$ cat src/rtl/myo_spi_pkg.sv
// Shared constants and types for the myocontrol SPI responder.
//   WORD_BITS  : bits per SPI word (fixed at 16)
//   state_t    : responder frame state
//   idx_width  : width of a word counter/index able to hold 0..frame_words
package myo_spi_pkg;

    localparam int WORD_BITS = 16;

    typedef enum logic [1:0] {
        DISARMED = 2'd0,
        IDLE     = 2'd1,
        ACTIVE   = 2'd2,
        OVERRUN  = 2'd3
    } state_t;

    // Counter width for values 0..frame_words, never narrower than one bit.
    function automatic int idx_width(input int frame_words);
        int w;
        w = $clog2(frame_words + 1);
        if (w < 1) begin
            w = 1;
        end else begin
            w = w;
        end
        return w;
    endfunction

endpackage

$ cat src/rtl/myo_spi_sync_edge.sv
// Two-flop synchroniser for one asynchronous pin, with single-cycle rise and
// fall pulses derived from the synchronised value and a one-cycle delayed copy.
// All flops reset to 0 so that a high pin after reset is seen as a fresh rise.
//   clk, reset_n : system clock, async active-low reset
//   din          : asynchronous pin
//   sync         : synchronised level
//   rise, fall   : one-cycle pulses on synchronised transitions
module myo_spi_sync_edge (
    input  logic clk,
    input  logic reset_n,
    input  logic din,
    output logic sync,
    output logic rise,
    output logic fall
);

    logic meta_r;
    logic sync_r;
    logic dly_r;

    // Synchroniser chain plus the delayed copy used for edge detection
    always_ff @(posedge clk or negedge reset_n) begin
        if (!reset_n) begin
            meta_r <= 1'b0;
            sync_r <= 1'b0;
            dly_r  <= 1'b0;
        end else begin
            meta_r <= din;
            sync_r <= meta_r;
            dly_r  <= sync_r;
        end
    end

    assign sync = sync_r;
    assign rise = sync_r & ~dly_r;
    assign fall = ~sync_r & dly_r;

endmodule

$ cat src/rtl/myo_spi_responder.sv
// SPI responder (mode 0, MSB first) for the motor-board end of the myocontrol
// link. Pins are oversampled in the clk domain (SCK <= clk/8). Each frame
// returns a snapshot of tx_words taken at select, and delivers received words.
//   clk, reset_n       : system clock, async active-low reset
//   sck, ss_n, mosi    : SPI pins from the master (asynchronous)
//   miso, miso_oe      : responder data and its tri-state enable
//   tx_words           : status words, word k at [16k+15:16k]
//   rx_word/rx_index   : last received word and its position, with rx_valid
//   cmd                : word 0 of the last correctly sized frame
//   frame_done/ok      : end-of-frame pulse and length-correct flag
module myo_spi_responder
    import myo_spi_pkg::*;
#(
    parameter  int FRAME_WORDS = 4,
    localparam int IDX_W       = idx_width(FRAME_WORDS)
) (
    input  logic                             clk,
    input  logic                             reset_n,
    input  logic                             sck,
    input  logic                             ss_n,
    input  logic                             mosi,
    output logic                             miso,
    output logic                             miso_oe,
    input  logic [FRAME_WORDS*WORD_BITS-1:0] tx_words,
    output logic [WORD_BITS-1:0]             rx_word,
    output logic [IDX_W-1:0]                 rx_index,
    output logic                             rx_valid,
    output logic [WORD_BITS-1:0]             cmd,
    output logic                             frame_done,
    output logic                             frame_ok
);

    localparam logic [IDX_W-1:0] LAST_CNT = IDX_W'(FRAME_WORDS);

    // Synchronised pins and edges
    logic       sck_rise_s, sck_fall_s;
    logic       ss_sync_s, ss_rise_s, ss_fall_s;
    logic       mosi_sync_s;
    logic [2:0] sync_unused_s;

    // FSM
    state_t state_r, state_s;

    // Decoded controls
    logic in_frame_s, start_s, stop_s;
    logic sck_rise_q_s, sck_fall_q_s;
    logic wrap_s, overrun_s, frame_good_s;

    // Datapath
    logic [3:0]                       bit_cnt_r;
    logic [IDX_W-1:0]                 word_cnt_r;
    logic [IDX_W-1:0]                 done_idx_r;
    logic                             word_done_r;
    logic [WORD_BITS-1:0]             rx_shift_r;
    logic [WORD_BITS-1:0]             tx_shift_r;
    logic [FRAME_WORDS*WORD_BITS-1:0] shadow_r;
    logic [WORD_BITS-1:0]             word0_r;
    logic [IDX_W:0]                   next_idx_s;
    logic [WORD_BITS-1:0]             next_word_s;
    logic                             end_pend_r;
    logic                             ok_pend_r;

    // Output registers
    logic                 miso_r, miso_oe_r;
    logic [WORD_BITS-1:0] rx_word_r, cmd_r;
    logic [IDX_W-1:0]     rx_index_r;
    logic                 rx_valid_r, frame_done_r, frame_ok_r;

    myo_spi_sync_edge u_sck_sync (
        .clk     (clk),
        .reset_n (reset_n),
        .din     (sck),
        .sync    (sync_unused_s[0]),
        .rise    (sck_rise_s),
        .fall    (sck_fall_s)
    );

    myo_spi_sync_edge u_ss_sync (
        .clk     (clk),
        .reset_n (reset_n),
        .din     (ss_n),
        .sync    (ss_sync_s),
        .rise    (ss_rise_s),
        .fall    (ss_fall_s)
    );

    myo_spi_sync_edge u_mosi_sync (
        .clk     (clk),
        .reset_n (reset_n),
        .din     (mosi),
        .sync    (mosi_sync_s),
        .rise    (sync_unused_s[1]),
        .fall    (sync_unused_s[2])
    );

    // State register
    always_ff @(posedge clk or negedge reset_n) begin
        if (!reset_n) begin
            state_r <= DISARMED;
        end else begin
            state_r <= state_s;
        end
    end

    // Next-state logic; DISARMED waits for a deselected bus so a frame already
    // in progress at reset release is never joined
    always_comb begin
        state_s = state_r;
        case (state_r)
            DISARMED: begin
                if (ss_sync_s) state_s = IDLE;
                else           state_s = DISARMED;
            end
            IDLE: begin
                if (ss_fall_s) state_s = ACTIVE;
                else           state_s = IDLE;
            end
            ACTIVE: begin
                if (ss_rise_s)      state_s = IDLE;
                else if (overrun_s) state_s = OVERRUN;
                else                state_s = ACTIVE;
            end
            OVERRUN: begin
                if (ss_rise_s) state_s = IDLE;
                else           state_s = OVERRUN;
            end
            default: state_s = DISARMED;
        endcase
    end

    // Control decode; sck edges count only while selected, so an ss_n rise
    // coinciding with an sck edge ends the frame and the edge is dropped
    always_comb begin
        in_frame_s   = (state_r == ACTIVE) || (state_r == OVERRUN);
        start_s      = (state_r == IDLE) && ss_fall_s;
        stop_s       = in_frame_s && ss_rise_s;
        sck_rise_q_s = in_frame_s && !ss_sync_s && sck_rise_s;
        sck_fall_q_s = in_frame_s && !ss_sync_s && sck_fall_s;
        wrap_s       = sck_rise_q_s && (state_r == ACTIVE) && (bit_cnt_r == 4'd15);
        overrun_s    = wrap_s && (word_cnt_r == LAST_CNT);
        frame_good_s = (state_r == ACTIVE) && (bit_cnt_r == 4'd0) && (word_cnt_r == LAST_CNT);
    end

    // Select the shadow word following the one just completed, zero past the end
    always_comb begin
        next_idx_s  = {1'b0, word_cnt_r} + (IDX_W+1)'(1);
        next_word_s = {WORD_BITS{1'b0}};
        for (int k = 0; k < FRAME_WORDS; k++) begin
            if (next_idx_s == (IDX_W+1)'(k)) begin
                next_word_s = shadow_r[k*WORD_BITS +: WORD_BITS];
            end else begin
                next_word_s = next_word_s;
            end
        end
    end

    // Bit/word counters; a completed word is flagged for release next cycle
    always_ff @(posedge clk or negedge reset_n) begin
        if (!reset_n) begin
            bit_cnt_r   <= 4'd0;
            word_cnt_r  <= {IDX_W{1'b0}};
            done_idx_r  <= {IDX_W{1'b0}};
            word_done_r <= 1'b0;
        end else if (start_s) begin
            bit_cnt_r   <= 4'd0;
            word_cnt_r  <= {IDX_W{1'b0}};
            done_idx_r  <= done_idx_r;
            word_done_r <= 1'b0;
        end else begin
            if (sck_rise_q_s) begin
                bit_cnt_r <= bit_cnt_r + 4'd1;
            end
            if (wrap_s && !overrun_s) begin
                word_cnt_r <= word_cnt_r + IDX_W'(1);
                done_idx_r <= word_cnt_r;
            end
            word_done_r <= wrap_s && !overrun_s;
        end
    end

    // Receive shifter, MSB first
    always_ff @(posedge clk or negedge reset_n) begin
        if (!reset_n) begin
            rx_shift_r <= {WORD_BITS{1'b0}};
        end else if (sck_rise_q_s) begin
            rx_shift_r <= {rx_shift_r[WORD_BITS-2:0], mosi_sync_s};
        end else begin
            rx_shift_r <= rx_shift_r;
        end
    end

    // Transmit path: snapshot at select, MSB out immediately, next bit on each
    // sck fall; tx_shift holds the bits not yet presented
    always_ff @(posedge clk or negedge reset_n) begin
        if (!reset_n) begin
            shadow_r   <= {(FRAME_WORDS*WORD_BITS){1'b0}};
            tx_shift_r <= {WORD_BITS{1'b0}};
            miso_r     <= 1'b0;
            miso_oe_r  <= 1'b0;
        end else if (start_s) begin
            shadow_r   <= tx_words;
            tx_shift_r <= {tx_words[WORD_BITS-2:0], 1'b0};
            miso_r     <= tx_words[WORD_BITS-1];
            miso_oe_r  <= 1'b1;
        end else if (end_pend_r) begin
            miso_r     <= 1'b0;
            miso_oe_r  <= 1'b0;
        end else if (overrun_s) begin
            tx_shift_r <= {WORD_BITS{1'b0}};
            miso_r     <= 1'b0;
        end else if (wrap_s) begin
            tx_shift_r <= next_word_s;
        end else if (sck_fall_q_s) begin
            miso_r     <= (state_r == OVERRUN) ? 1'b0 : tx_shift_r[WORD_BITS-1];
            tx_shift_r <= {tx_shift_r[WORD_BITS-2:0], 1'b0};
        end else begin
            tx_shift_r <= tx_shift_r;
        end
    end

    // Word/frame result registers; frame end is reported one cycle after the
    // state returns to IDLE
    always_ff @(posedge clk or negedge reset_n) begin
        if (!reset_n) begin
            end_pend_r   <= 1'b0;
            ok_pend_r    <= 1'b0;
            word0_r      <= {WORD_BITS{1'b0}};
            rx_valid_r   <= 1'b0;
            rx_word_r    <= {WORD_BITS{1'b0}};
            rx_index_r   <= {IDX_W{1'b0}};
            frame_done_r <= 1'b0;
            frame_ok_r   <= 1'b0;
            cmd_r        <= {WORD_BITS{1'b0}};
        end else begin
            end_pend_r   <= stop_s;
            ok_pend_r    <= stop_s && frame_good_s;
            rx_valid_r   <= word_done_r;
            frame_done_r <= end_pend_r;
            frame_ok_r   <= end_pend_r && ok_pend_r;
            if (word_done_r) begin
                rx_word_r  <= rx_shift_r;
                rx_index_r <= done_idx_r;
            end
            if (word_done_r && (done_idx_r == {IDX_W{1'b0}})) begin
                word0_r <= rx_shift_r;
            end
            if (end_pend_r && ok_pend_r) begin
                cmd_r <= word0_r;
            end
        end
    end

    assign miso       = miso_r;
    assign miso_oe    = miso_oe_r;
    assign rx_word    = rx_word_r;
    assign rx_index   = rx_index_r;
    assign rx_valid   = rx_valid_r;
    assign cmd        = cmd_r;
    assign frame_done = frame_done_r;
    assign frame_ok   = frame_ok_r;

endmodule

$ cat config.mk
export PLATFORM = sky130hd
export DESIGN_NAME = myo_spi_responder
export DESIGN_NICKNAME = d
export VERILOG_FILES = /design/src/rtl/myo_spi_pkg.sv /design/src/rtl/myo_spi_sync_edge.sv /design/src/rtl/myo_spi_responder.sv
export SDC_FILE = /design/constraint.sdc
export NUM_CORES = 1
export LEC_CHECK = 0
export ABC_AREA = 1
export BUFFER_PORTS_ARGS = -buffer_cell sky130_fd_sc_hd__buf_2
export CAP_MARGIN = 20
export CORE_MARGIN = 3
export CORE_UTILIZATION = 35
export DETAILED_ROUTE_END_ITERATION = 10
export HOLD_SLACK_MARGIN = 0.1
export SYNTH_ARGS = -nofsm -noshare
export SYNTH_HDL_FRONTEND = slang
export SYNTH_SLANG_ARGS = --single-unit
export TNS_END_PERCENT = 10
$ cat constraint.sdc
create_clock -name clk -period 4.3 [get_ports clk]
set_input_delay 0.645 -clock clk [delete_from_list [all_inputs] [get_ports clk]]
set_output_delay 0.645 -clock clk [all_outputs]
set_load 0.005 [all_outputs]
== Yosys cells after proc, flatten, opt, wreduce, memory -nomap -nowiden ==
Cells that the tools add are included.

* $add $sub $neg: 3
* Equality and inequality tests: 10
* Muxes and demuxes: 28
* Bitwise gates (word level): 9
* Reduce and logical (&&, ||, !) cells: 29

{| class="wikitable"
|+ Operators with widths
! cell !! number
|-
| 16-bit 2-to-1 mux || 9
|-
| 1-bit logical AND || 14
|-
| 1-bit 2-to-1 mux || 11
|-
| 4-bit by 2-bit equality test with 1-bit output (second input constant) || 2
|-
| 4-bit logical NOT || 2
|-
| 4-bit 2-to-1 mux || 2
|-
| 2-bit one-hot mux with 4 select lines || 1
|-
| 4-bit nonzero test || 2
|-
| 2-bit 2-to-1 mux || 3
|-
| 3-bit 2-to-1 mux || 2
|-
| 2-bit AND reduction || 3
|-
| 2-bit nonzero test || 3
|-
| 1-bit NOT || 5
|-
| 3-bit by 1-bit adder with 4-bit output (second input constant) || 1
|-
| 4-bit by 1-bit adder with 4-bit output (second input constant) || 1
|-
| 1-bit bitwise AND || 4
|-
| 2-bit equality test (second input constant) || 2
|-
| 4-bit by 1-bit equality test with 1-bit output (second input constant) || 1
|-
| 4-bit equality test (second input constant) || 1
|-
| 4-bit by 2-bit != test with 1-bit output (second input constant) || 1
|-
| 3-bit by 1-bit adder with 3-bit output (second input constant) || 1
|-
| 3-bit equality test (second input constant) || 1
|-
| 3-bit logical NOT || 1
|-
| 2-bit by 1-bit equality test with 1-bit output (second input constant) || 1
|-
| other kinds (4) || 5
|}

* Flip-flop bits (word level): 175
* Input port bits: 69
* Output and inout port bits: 40
* Word-level logic and storage cells: 106

== Logic depth before layout (Yosys ltp) ==
Gate-level depths: netlist (run 1).

* Word-level depth: 11
* Depth in mapped cells: 15
* Mapped depth without buffers: 14

== By module ==
From an unflattened synthesis (run 1), not the netlist that was laid out.

* Cell total of the unflattened synthesis: 950
* Area, all modules: 7818.7 sq um

{| class="wikitable"
|+ By module, submodules not included
! module !! times used !! cells an instance !! area an instance (sq um) !! sequential area each (sq um)
|-
| myo_spi_responder || 1 || 929 || 7548.5 || 4179.0
|-
| myo_spi_sync_edge || 3 || 7 || 90.1 || 75.1
|}

== Worst setup path after synthesis (run 1) ==
No wires, ideal clock.

* Path kind: register to register
* From: reg word_cnt_r[0]
* To: reg tx_shift_r[10]
* Setup time: 0.116 ns
* Arrival time: 1.680 ns
* Required time: 4.184 ns
* Slack: 2.503 ns
* Stages on the path, launching flop included: 16
* Path buffers: 2
* Period minus slack after synthesis: 1.797 ns
* Path through: dfrtp_1 inv_1 ha_1 clkbuf_1 clkbuf_1 nor2_1 nand4_1 nand2_1 nand2_1 nand2_1 nand2_1 nand2_1 nand2_1 nand2_1 nand2_1 nand2_1

* Longest elaborated chain between the ends: 10
* Elaborated cells between the ends (all ways): 17
* Those cells by class: 1 x add/sub; 4 x eq/ne; 8 x mux; 4 x reduce/logical

{| class="wikitable"
|+ Ends and longest elaborated chain
! element !! line !! source
|-
| from (decl) || myo_spi_responder.sv:51 || <nowiki>logic [IDX_W-1:0] word_cnt_r;</nowiki>
|-
| from (signal assigned) || myo_spi_responder.sv:161 || <nowiki>word_cnt_r <= {IDX_W{1'b0}};</nowiki>
|-
| from (signal assigned) || myo_spi_responder.sv:166 || <nowiki>word_cnt_r <= {IDX_W{1'b0}};</nowiki>
|-
| from (signal assigned) || myo_spi_responder.sv:174 || <nowiki>word_cnt_r <= word_cnt_r + IDX_W'(1);</nowiki>
|-
| 3-bit by 1-bit adder with 4-bit output || myo_spi_responder.sv:146 || <nowiki>next_idx_s = {1'b0, word_cnt_r} + (IDX_W+1)'(1);</nowiki>
|-
| 4-bit logical NOT || myo_spi_responder.sv:149 || <nowiki>if (next_idx_s == (IDX_W+1)'(k)) begin</nowiki>
|-
| 16-bit 2-to-1 mux (4 in a row) || myo_spi_responder.sv:149 ||
|-
| 16-bit 2-to-1 mux || myo_spi_responder.sv:211 || <nowiki>end else if (wrap_s) begin</nowiki>
|-
| 16-bit 2-to-1 mux || myo_spi_responder.sv:208 || <nowiki>end else if (overrun_s) begin</nowiki>
|-
| 16-bit 2-to-1 mux || myo_spi_responder.sv:205 || <nowiki>end else if (end_pend_r) begin</nowiki>
|-
| 16-bit 2-to-1 mux || myo_spi_responder.sv:200 || <nowiki>end else if (start_s) begin</nowiki>
|-
| to (signal assigned) || myo_spi_responder.sv:202 || <nowiki>tx_shift_r <= {tx_words[WORD_BITS-2:0], 1'b0};</nowiki>
|-
| to (signal assigned) || myo_spi_responder.sv:209 || <nowiki>tx_shift_r <= {WORD_BITS{1'b0}};</nowiki>
|-
| to (signal assigned) || myo_spi_responder.sv:212 || <nowiki>tx_shift_r <= next_word_s;</nowiki>
|-
| to (decl) || myo_spi_responder.sv:55 || <nowiki>logic [WORD_BITS-1:0] tx_shift_r;</nowiki>
|}

Several ways; a longest one is shown, not always the timed one. The select of a mux whose other input is x is not followed.
A chain may end at the register's enable or synchronous reset.

== Worst setup path in the final report (run 1) ==
* From: reg word_cnt_r[0]
* To: reg tx_shift_r[15]

The elaborated chain is that of the path after synthesis.

==> results of run 1 <==
-- power by group --
group	switching (mW)	total, mW	internal, mW
combinational	0.558	0.882	0.323
clock	0.791	1.59	0.800
sequential	0.217	2.26	2.04
-- worst reg2reg max path, cell delays in order, from the launching register on --
cell and delay [ns]:
dfrtp_1 0.45, inv_1 0.12, ha_1 0.39, buf_4 0.27, nand2_1 0.17, nand4_4 0.37, nor2_1 0.26, nand2_1 0.11
nand2_1 0.08, nand2_1 0.05, nand2_1 0.08, nand2_1 0.05, nand2_1 0.05
-- worst max-delay path by stage --
stage,end,slack (ns),depth (start not counted)
global placement,tx_shift_r[15]$_DFFE_PN0P_,1.85,12
global route,tx_shift_r[15]$_DFFE_PN0P_,1.54,12
detailed placement,tx_shift_r[15]$_DFFE_PN0P_,1.80,12
finish,tx_shift_r[15]$_DFFE_PN0P_,1.79,12
CTS,tx_shift_r[15]$_DFFE_PN0P_,1.79,12
floorplan,tx_shift_r[10]$_DFFE_PN0P_,2.50,15
-- area by class of cell --
class / instances / share of cell area (%)
flip-flops and latches: 175 / 47.5
multi-input cells: 655 / 31.2
repair buffers: 116 / 6.86
clock buffers: 17 / 4.62
well taps: 280 / 3.80
inverters: 91 / 3.76
clock inverters: 15 / 2.21
-- layout by cell type (no fill, tap or decap), types with 4 or more instances in the layout --
| master | n |
|---|---|
| clkbuf_16 | 17 |
| o21ai_0 | 92 |
| buf_2 | 107 |
| a21oi_1 | 12 |
| ha_1 | 7 |
| dfrtp_1 | 175 |
| nand3_1 | 8 |
| nand4_1 | 32 |
| nor2_1 | 79 |
| nand2_1 | 402 |
| inv_2 | 4 |
| inv_1 | 84 |
| inv_6 | 4 |
| buf_4 | 6 |
| clkinv_8 | 8 |
-- routing by layer --
| metal | vias up | part of all wire (%) |
|---|---|---|
| met5 | - | 0 |
| met3 | 14 | 5.7 |
| li1 | 3189 | - |
| met2 | 181 | 44 |
| met1 | 2797 | 49 |
| met4 | 0 | 1.1 |
-- through the flow --
stage          worst slack [ns]  area (um2)  power [mW]  std cells  hold WS (ns)
4_1_cts                    1.79        9210        4.78       1349         0.218
3_3_place_gp               1.85        8580        3.15       1317         0.335
6_report                   1.79        9210        4.73       1349         0.201
2_1_floorplan              2.50        7810        2.85        967         0.331
5_1_grt                    1.54        9210        5.05       1349         0.228
3_5_place_dp               1.80        8580        3.17       1317         0.339
-- flip-flops by register name, summed over array words and instances (netlist names), 2 cells and up --
name	flops
shadow_r	64
cmd	16
rx_shift_r	16
rx_word	16
tx_shift_r	16
word0_r	16
bit_cnt_r	4
done_idx_r	3
rx_index	3
word_cnt_r	3
state_r	2
-- kinds of logic (layout without fill, tap and decap cells) --
group                      Yosys count  in the layout  share of synthesized area (%)
and+or+nand+nor                    536            536                           28.1
buffers and inverters              137            239                           7.15
DFF                                175            175                           56.1
AOI/OAI and AO/OA                  112            112                           7.53
adders and majority gates            7              7                           1.12
==> results.md, run 1 <==
- Status: finished, final reports clean
- CP required: ~4.7 ns
- Multi-input gate area: ~2900 um2
- Worst setup EP type: flip-flop
- Gr busiest metal: met1
- NumNets Final: ~1100
- Cell count after synthesis: 967
- DRC errors left: 0
- Fraction of layout cells with a size suffix above 1: around 16%
- Via count: 6181
- Max stage delay on crit path: ~0.45 ns
- Sequential Area: 4380 um2
- GR Overflow Total: 0
- Max-Cap Viols: 0
- Maximum clock frequency: 0.399 GHz
- Fin. Hold Viols: 0
- Power Density: slightly above 500 nW/um2
- Met3 Resource Use GR: roughly 4.4%
- Via density: 4.58
- Worst R2R Path Depth: 12
- FF-to-FF End: tx_shift_r[15]$_DFFE_PN0P_
- FF+latch count, synth: approximately 180
- Synth area leader: dfrtp_1
- DRT iter0 DRCs: approximately 410
- Synth Cell Area: between 7000 and 8000 um2
- Port Buffers: between 100 and 150
- First-pass GRT wire length: 31200 um
- R2r startpoint: word_cnt_r[0]$_DFFE_PN0P_
- P_leak: between 4 and 5 nW
- Post-CTS Setup Bufs: 0
- Initial Util: 35.7%
- Largest cells by area after synthesis: dfrtp_1 (56%), nand2_1 (19%), o21ai_0 (5.9%)
- Ys async rst share: 100%
- Post-synth cell types: 32
- Drt first pass iters: 5
- Startpoint class of the critical path: flip-flop
- Final setup viols: 0
- CP arrival: about 2.9 ns
- CTS tree: yes
- Largest net degree at the start of global routing: slightly above 70
- Critical path type: flip-flop to flip-flop
- Vias in the first global route: 5908
- Worst reg2reg setup slack: around 1.8 ns
- CP Buf/Inv Count: 2
- Antenna Nets Post-Route: 0
- Met1 track demand over resource: about a quarter
- HPWL after detailed placement: 12800 um
- Antenna cells: 0
- Max Root-Sink Buffers: 2
- Max-Slew Margin vs Limit: between 30% and 40%
- Die X: 155 um
- Clock-pin slew on the worst setup and hold paths: around 0.09 ns
- Crit-path cells: inv_1, ha_1, buf_4, nand2_1, nand4_4, nor2_1, nand2_1, nand2_1, nand2_1, nand2_1, nand2_1, nand2_1
- Peak VDD IR: 303 uV
- Final core utilization: between 40% and 50%
- Die area: roughly 24000 um2
- Area grow syn2layout: 18.0%
- I/O pins: around 110
- Syn Area/Cell: 8.07 um2
- CP startpoint: word_cnt_r[0]$_DFFE_PN0P_
- Worst skew pair latency: roughly 0.44 ns
- Final Max Slew Viols: 0
- Initial antenna violation count: 0
- Clock period minus worst slack: 2.51 ns
- All-layer global routing usage: between 15 and 20%
- Top-count cell post-synth: nand2_1
- Main flop type after synthesis: dfrtp_1
- Fin crit share: approximately three fifths
- CTS H-tree lvls: 4
- Hold Path Class: primary input to async pin
- Crit path top cell by count: nand2_1
- Synth Warn #: 0
- Syn nets: between 1000 and 1500
- # rows: 54
- Root Driver: clkbuf_16
- Slowest-stage cell, CP: dfrtp_1
- Final Skew: ~0.019 ns
- Yosys top cell area share: between 50% and 60%
- Total length of routed wires: approximately 19000 um
- Post-synth top cells: nand2_1 (402), dfrtp_1 (175), o21ai_0 (92)
- GR Util met2: a little under a quarter
- Routed len/inst: ~14 um
- Post-synth EDFFs: 0
- RD Place Congestion: 0.836
- Layout fillers: roughly 2300
- Cts repair resizes: 0
- Core area: roughly 22000 um2
- Register area share after synthesis: a little under three fifths
- Post-CTS Hold Fix Bufs: 0
- CP delay by family, top: simple AND/OR/NAND/NOR gates
- Setup TNS: 0 ns
- CP max FO: 25
- CTS Buf Count: 17
- Die height: 155 um
- Clock sinks: ~180
- Worst-margin pin slew: around 0.9 ns
- RSZ-0062 raised after global routing: no
No activity file was read; power rests on OpenSTA's default activity.
==> run 2: changes to the inputs <==
==> constraint.sdc (replaced) <==
create_clock -name clk -period 2.07 [get_ports clk]
set_input_delay 0.3105 -clock clk [delete_from_list [all_inputs] [get_ports clk]]
set_output_delay 0.3105 -clock clk [all_outputs]
set_load 0.005 [all_outputs]
==> results.md, run 2 (synthesized netlist as in run 1, its figures left out) <==
- Met3 Wirelength: ~780 um
- Max reg flops: between 60 and 70
- Status: finished, final reports clean
- Startpoint class of the critical path: flip-flop
- Core area: approximately 22000 um2
- Clock period minus worst slack: approximately 1.9 ns
- Worst reg2reg setup slack: roughly 0.12 ns
- Via count: 6422
- RSZ-0062 raised after global routing: yes
- Peak VDD IR: 614 uV
- Clock share of power: 34.1%
- P_int: between 6 and 7 mW
- Dpl ws: between 0.08 and 0.09 ns
- Fraction of layout cells with a size suffix above 1: roughly 16%
- # rows: 54
- DP Cell Count: between 1000 and 1500
- CP max FO: 32
- P_leak: 5.27 nW
- First-pass GRT wire length: slightly above 30000 um
- CP startpoint: word_cnt_r[0]$_DFFE_PN0P_
- Routed len/inst: 13.3 um
- Clock-pin slew on the worst setup and hold paths: approximately 0.080 ns
- Non-filler cells, final: approximately 1400
- DRC errors left: 0
- Root Driver: clkbuf_16
- Antenna cells: 0
- Most common cell after layout, fill and taps aside: nand2_1
- HPWL after detailed placement: around 13000 um
- Sequential group share of total power: 47.1%
- Final setup viols: 0
- Drt first pass iters: 5
- Die area: between 20000 and 25000 um2
- Final core utilization: a little under half
- Worst-margin pin slew: between 0.6 and 0.7 ns
- R2r startpoint: word_cnt_r[0]$_DFFE_PN0P_
- Max-Slew Margin vs Limit: between 50% and 60%
- RD Place Congestion: 0.856
- Uppermost layer routed: met4
- Port Buffers: 108
- Max Root-Sink Buffers: 2
- Die X: ~160 um
- CP arrival: between 2 and 2.5 ns
- Vias in the first global route: approximately 6000
- Sw Share: 32.1%
- Worst setup EP type: flip-flop
- Final Max Slew Viols: 0
- Power Density: about 1000 nW/um2
- Area grow syn2layout: 26.4%
- Fin. Hold Viols: 0
- CP required: 2.39 ns
- CTS tree: yes
- Met2 wire len: about 8400 um
- Area after DPL: roughly 8700 um2
- Worst skew pair latency: 0.45 ns
- Worst R2R Path Depth: 14
- Antenna Nets Post-Route: 0
- Most frequent cells in the layout: nand2_1 (402), dfrtp_1 (175), buf_2 (107)
- Via density: between 4 and 5
- Total length of routed wires: approximately 19000 um
- Worst setup margin: about 0.12 ns
- Initial Util: roughly 36%
- Logic pwr share: 18.8%
- Critical path endpoint: tx_shift_r[8]$_DFFE_PN0P_
- Final instance area: 9870 um2
- NumNets Final: between 1000 and 1500
- Final Skew: just over 0.02 ns
- Critical path type: flip-flop to flip-flop
- GR Overflow Total: 0
- Max-Cap Viols: 0
- Die height: ~160 um
- Total chip power: approximately 9.9 mW
- Maximum clock frequency: 0.513 GHz
- Setup TNS: 0 ns
- Min Hold Slack: approximately 0.11 ns
- DRT iter0 DRCs: 404
- Fin crit share: between 90% and 100%
- Wl on met1: about 9400 um
- I/O pins: 109
- Hold Path Class: primary input to flip-flop
- Largest net degree at the start of global routing: 84
- Switch Pwr: 3.19 mW
- All-layer global routing usage: between 15 and 20%
- Clock sinks: roughly 180
- Initial antenna violation count: 0
- CTS Buf Count: 17
- FF-to-FF End: tx_shift_r[8]$_DFFE_PN0P_
- Largest Register: shadow_r
- CTS H-tree lvls: 4
## run 2: cell count changes in the layout (fill, tap and decap cells not counted), sizes merged
cell and delta:
buf +12, bufinv +1, clkinv -1, dlygate4sd3 +50
## run 2: cell type report
cell class,instances,area [um2]
fill,2178,12000
timing repair buffer,178,1270
multi-input combinational,655,2880
clock buffer,17,425
inverter,91,347
tap,280,350
sequential,175,4380
clock inverter,15,213
## run 2: power by group through the flow
stage,sequential (mW),clock (mW),combinational [mW]
6_report,4.68,3.39,1.87
5_1_grt,4.78,3.60,2.22
4_1_cts,4.68,3.46,1.89
3_5_place_dp,4.74,0,1.81
3_3_place_gp,4.72,0,1.77
2_1_floorplan,4.59,0,1.33
## run 2: what timing repair did
| action | CTS | global route |
|---|---|---|
| resized for setup | 0 | 2 |
| hold endpoints to repair | 87 | 0 |
| buffers inserted | 0 | 1 |
| hold buffers | 50 | 0 |
| endpoints found under the setup margin | 0 | 17 |
## run 2: how the worst min path moves through the flow
| stage | start | to | slack, ns | cells after the start |
|---|---|---|---|---|
| 2_1_floorplan | reset_n | bit_cnt_r[0]$_DFFE_PN0P_ | 0.01 | 0 |
| 3_3_place_gp | reset_n | frame_ok$_DFF_PN0_ | 0.26 | 1 |
| 3_5_place_dp | reset_n | frame_ok$_DFF_PN0_ | 0.26 | 1 |
| 4_1_cts | tx_words[20] | shadow_r[20]$_DFFE_PN0P_ | 0.11 | 3 |
| 5_1_grt | tx_words[20] | shadow_r[20]$_DFFE_PN0P_ | 0.11 | 3 |
| 6_report | tx_words[20] | shadow_r[20]$_DFFE_PN0P_ | 0.11 | 3 |
## run 2: layer usage
metal	global-route usage, %	vias up
li1	-	3307
met1	23.5	2958
met2	23.8	143
met3	3.03	14
met4	4.17	0
met5	0	-
## run 2: critical path: stages (launching register included)
cell     delay [ns]
dfrtp_1        0.45
ha_1           0.24
inv_1          0.05
nand2_1        0.05
nand2_1        0.16
nand3_1        0.17
buf_12         0.20
nor2_1         0.13
nor2_1         0.06
nand2_1        0.08
nand2_1        0.05
nand2_1        0.05
nand2_1        0.05
nand2_1        0.05
nand2_1        0.05
